[src/rtl/speaker_serializer.sv]
// I2S stereo serializer: divides clk into MCLK/SCK/LRCK and shifts out one sample pair per 512-cycle frame.
// Build option SPK_MUTE_ON_UNDERRUN_EN: mute the frame on underrun instead of repeating the last sample.
`timescale 1ns/1ps

module speaker_serializer #(
  parameter int BITS = 16  // only 16 is supported; slot/bit indexing below assumes it
) (
  input  logic            clk,
  input  logic            rst,
  input  logic [BITS-1:0] audio_in_left,
  input  logic [BITS-1:0] audio_in_right,
  input  logic            sample_valid,
  output logic            sample_req,
  output logic            audio_mclk,
  output logic            audio_lrck,
  output logic            audio_sck,
  output logic            audio_sdin,
  output logic            underrun
);

  logic [8:0]      cnt;
  logic [BITS-1:0] hold_l, hold_r;
  logic            pending;
  logic [BITS-1:0] frame_l, frame_r;
  logic [BITS-1:0] frame_l_nxt, frame_r_nxt;
  logic            underrun_q, underrun_nxt;
  logic            sdin_q;

  logic            frame_end;
  logic            slot_end;
  logic [3:0]      bit_idx;
  logic            next_bit;

  assign frame_end = (cnt == 9'd511);
  assign slot_end  = (cnt[3:0] == 4'hF);

  // Bit for the slot about to start. The one-bit I2S delay means the channel of the
  // next slot equals the channel of the current half, and its bit index is ~cnt[7:4].
  // At frame_end this still reads the old frame_r, giving the previous right[0] in slot 0.
  assign bit_idx  = ~cnt[7:4];
  assign next_bit = cnt[8] ? frame_r[bit_idx] : frame_l[bit_idx];

  always_comb begin
    // NOTE: every output of this block gets a default first, so no path can infer a latch.
    frame_l_nxt  = frame_l;
    frame_r_nxt  = frame_r;
    underrun_nxt = underrun_q;
    if (frame_end) begin
      if (sample_valid) begin
        frame_l_nxt  = audio_in_left;
        frame_r_nxt  = audio_in_right;
        underrun_nxt = 1'b0;
      end else if (pending) begin
        frame_l_nxt  = hold_l;
        frame_r_nxt  = hold_r;
        underrun_nxt = 1'b0;
      end else begin
        underrun_nxt = 1'b1;
`ifdef SPK_MUTE_ON_UNDERRUN_EN
        frame_l_nxt  = '0;
        frame_r_nxt  = '0;
`else
        frame_l_nxt  = frame_l;
        frame_r_nxt  = frame_r;
`endif
      end
    end
  end

  always_ff @(posedge clk) begin
    // NOTE: state registers use non-blocking assignments so every flop samples pre-edge values.
    if (rst) begin
      // NOTE: holding/frame registers are reset because the first frame after reset must be silent.
      cnt        <= '0;
      hold_l     <= '0;
      hold_r     <= '0;
      pending    <= 1'b0;
      frame_l    <= '0;
      frame_r    <= '0;
      underrun_q <= 1'b1;  // nothing has been delivered for the frame that follows reset
      sdin_q     <= 1'b0;
    end else begin
      cnt <= cnt + 9'd1;

      if (sample_valid) begin
        hold_l <= audio_in_left;
        hold_r <= audio_in_right;
      end

      // A valid in the cnt=511 cycle bypasses holding, so pending stays clear.
      if (frame_end)         pending <= 1'b0;
      else if (sample_valid) pending <= 1'b1;

      frame_l    <= frame_l_nxt;
      frame_r    <= frame_r_nxt;
      underrun_q <= underrun_nxt;

      if (slot_end) sdin_q <= next_bit;
    end
  end

  assign audio_mclk = cnt[1];
  assign audio_sck  = cnt[3];
  assign audio_lrck = cnt[8];
  assign audio_sdin = sdin_q;
  assign sample_req = ~rst & (cnt == 9'd0);
  assign underrun   = ~rst & underrun_q;

endmodule
[config.mk]
export PLATFORM = sky130hd
export DESIGN_NAME = speaker_serializer
export DESIGN_NICKNAME = d
export VERILOG_FILES = /design/src/rtl/speaker_serializer.sv
export SDC_FILE = /design/constraint.sdc
export NUM_CORES = 1
export LEC_CHECK = 0
export ABC_AREA = 1
export CORE_AREA = 4 4 76 78
export DETAILED_ROUTE_END_ITERATION = 10
export DIE_AREA = 0 0 80 82
export DONT_BUFFER_PORTS = 1
export GPL_ROUTABILITY_DRIVEN = 0
export PLACE_DENSITY = 0.86
export SYNTH_ARGS = -nofsm -noshare
export SYNTH_HDL_FRONTEND = slang
export SYNTH_SLANG_ARGS = --single-unit
[constraint.sdc]
create_clock -name clk -period 2.85 [get_ports clk]
set_clock_uncertainty 0.15 [all_clocks]
set_input_delay 0.57 -clock clk [delete_from_list [all_inputs] [get_ports clk]]
set_output_delay 0.57 -clock clk [all_outputs]
set_load 0.02 [all_outputs]
==> out/metrics.csv <==
metric,value,unit
critPathMaxFanout,53,
cp_num_cells,11,
avgSynthCellArea,8.77,µm²
max_freq,403,MHz
cp_num_buf_inv,2,
max_slew_margin,71.0,%
synthesis.nets,386,
antenna_found_initial,0,
dp_slack,0.252,ns
syn_inst,347,
tns,0,ns
ant_nets,0,
reg2reg_depth,11,
rsz0062_at_grt,no,
worstPathCellList,"ha_1, nand2_1, nor2_1, nand3_1, nor3_1, ha_1, inv_1, nor2_4, buf_12, nor2_1, a211oi_1",
critPathTopFamily,simple AND/OR/NAND/NOR gates,
num_vias,2227,
grt_util_all_layers,19.7,%
dpl_cell_area,3020,µm²
viasPerCell,5.38,
hold_class,input port to register,
seqCellArea,1520,µm²
drv_cap,0,
clkTransAtPathRegs,0.07,ns
peakVddDrop,0.466,mV
drive_above_1_share,7.56,%
critPathMaxStageDelay,0.42,ns
antennaDiodeCount,0,
drt-total-wl,5660,µm
num_rows,26,
slew_violations,0,
cp_slowest_cell,dfxtp_2,
setup_ws,0.371,ns
synthesis.area,3040,µm²
crit_required,2.96,ns
power_per_cell_area,631,nW/µm²
met2_length,2670,µm
synth_top_cells_by_area,"dfxtp_1 (50%), mux2i_1 (11%), nor2_1 (9.5%), a211oi_1 (7.9%), nand2_1 (4.9%)",
worstReg2RegEnd,frame_l[0],
fin_crit,2.48,ns
setup.worst_path.end,frame_l[0],
cp.arrival,2.58,ns
syn2layout_area_growth,6.75,%
io_pins,41,
synth_cell_types,23,
dieHeight,82,µm
cts-root-buf,clkbuf_8,
rr_startpoint,cnt[1],
hpwl,3740,µm
drtIter0Drc,156,
dieArea,6560,µm²
ff2ff_setup_slack,0.37,ns
switching_power,421,µW
grt_overflow,0,
core,5070,µm²
seq_power_share,54.0,%
wl_per_cell,13.7,µm
post_cts_buffers,0,
pwr-share-clk,42.4,%
die-width,80,µm
status,finished clean,
crit_path_end_kind,register,
numPortBuffers,0,
worstSetupPathType,register to register,
ys_seq_area_share,50.0,%
grt_pass1_vias,2154,
final_net_count,378,
drt-met1-wl,2490,µm
grt_max_degree,73,
ys_warn_count,0,
setup_viol,0,
p_leak,1.29,nW
initial_core_util,59.9,%
grt_pass1_wl,9780,µm
htreeDepth,3,
wl_met3,404,µm
fillers,431,
clock_path_buffers,2,
cts_made_buffers,9,
dpl.cell_count,398,
period_share,87.0,%
first_pass_iters,4,
finalHoldViolCount,0,
fin_cells,414,
multi_input_area,1320,µm²
startpoint_type,register,
p_total,2.05,mW
cts_hold_buf,0,
clk_latency,0.35,ns
ys_seq_elements,76,
drc_errors,0,
switching_share,20.6,%
synth_top_area_cell,dfxtp_1,
cts_tree,done,
worstMarginPinSlew,0.433,ns
power_frac_comb,3.6,%
final_cell_area,3250,µm²
intPower,1.63,mW
crit_start,cnt[1],
cts.sinks,76,
synth_top_area_share,50.0,%
top_layer_used,met4,
## worst min path at each step
stage | slack [ns] | startpoint | endpoint | depth (start not counted)
after floorplan | 0.28 | cnt[0] | cnt[0] | 1
after global placement | 0.29 | cnt[0] | cnt[0] | 1
after detailed placement | 0.31 | cnt[0] | cnt[0] | 1
after CTS | 0.12 | rst | hold_l[0] | 1
after global routing | 0.11 | rst | hold_r[8] | 1
final | 0.14 | rst | hold_l[0] | 1
## layer usage
layer	GRT usage, %	vias up
met3	7.24	10
li1	-	1148
met4	9.97	0
met2	30.6	58
met1	23.9	1011
met5	0	-
## cells in the mapped netlist
library cell   n
nand3_1       30
a211oi_1      32
nor3_1         2
buf_6          1
nand2_1       40
nand2_2        1
a21oi_2        1
ha_1           4
nor2_1        77
buf_2          7
inv_2          1
xor2_1         1
nor2_4         2
o21ai_0        6
buf_4          5
buf_12         1
clkbuf_8       1
nand4_1        2
inv_1         12
a21oi_1        5
clkbuf_1       8
mux2i_1       32
dfxtp_1       76
## area by class of cell
type | instances | share of cell area [%]
flip-flops and latches | 76 | 46.9
multi-input cells | 235 | 40.8
clock buffers | 13 | 5.51
well taps | 70 | 2.70
inverters | 13 | 1.50
clock inverters | 3 | 1.31
repair buffers | 4 | 1.31
## logic make-up (layout without fill, tap and decap cells)
logic type	Yosys count	count (layout)	share of synthesized area, %
adder cells (fa/ha/maj)	4	4	1.65
AO/OA/AOI/OAI	44	44	10.0
AND/OR/NAND/NOR	154	154	21.1
flip-flops	76	76	50.0
buffers and inverters	36	33	6.46
XOR/XNOR	1	1	0.288
multiplexers	32	32	10.5
## what timing repair did
| item | in CTS | in global routing |
|---|---|---|
| setup endpoints to repair | 0 | 17 |
| hold endpoints to repair | 0 | 0 |
| resized for setup | 0 | 1 |
## power by group through the flow
stage / Combinational (mW) / Clock [mW] / Sequential (mW)
after global routing: 0.0849 / 0.935 / 1.11
after CTS: 0.0747 / 0.895 / 1.11
after floorplan: 0.0879 / 0 / 1.13
after detailed placement: 0.0740 / 0 / 1.13
after global placement: 0.0712 / 0 / 1.13
final: 0.0734 / 0.868 / 1.11
## sequential cells by signal, indices dropped and copies added, names as in the netlist
name and count:
frame_l 16, frame_r 16, hold_l 16, hold_r 16, cnt 9, audio_sdin 1, pending 1, underrun_q 1
## placed cells by master (no fill, tap or decap)
cell,count
inv_1,12
nor2_4,2
nand4_1,2
nand3_1,30
buf_4,3
dfxtp_2,1
nor3_1,2
inv_2,1
a21oi_1,5
nor2_1,77
ha_1,4
a211oi_1,32
clkinv_2,1
dfxtp_1,75
o21ai_0,6
mux2i_1,32
xor2_1,1
bufinv_16,1
a21oi_2,1
clkbuf_8,13
nand2_2,1
clkinvlp_4,1
nand2_1,40
buf_12,1
## through the flow
stage | hold WS, ns | utilization [%]
after floorplan | 0.279 | -
after global placement | 0.294 | 59.6
after detailed placement | 0.314 | 59.6
after CTS | 0.116 | 64.0
after global routing | 0.109 | 64.0
final | 0.136 | 64.0
Power figures use the tool's default switching activity.
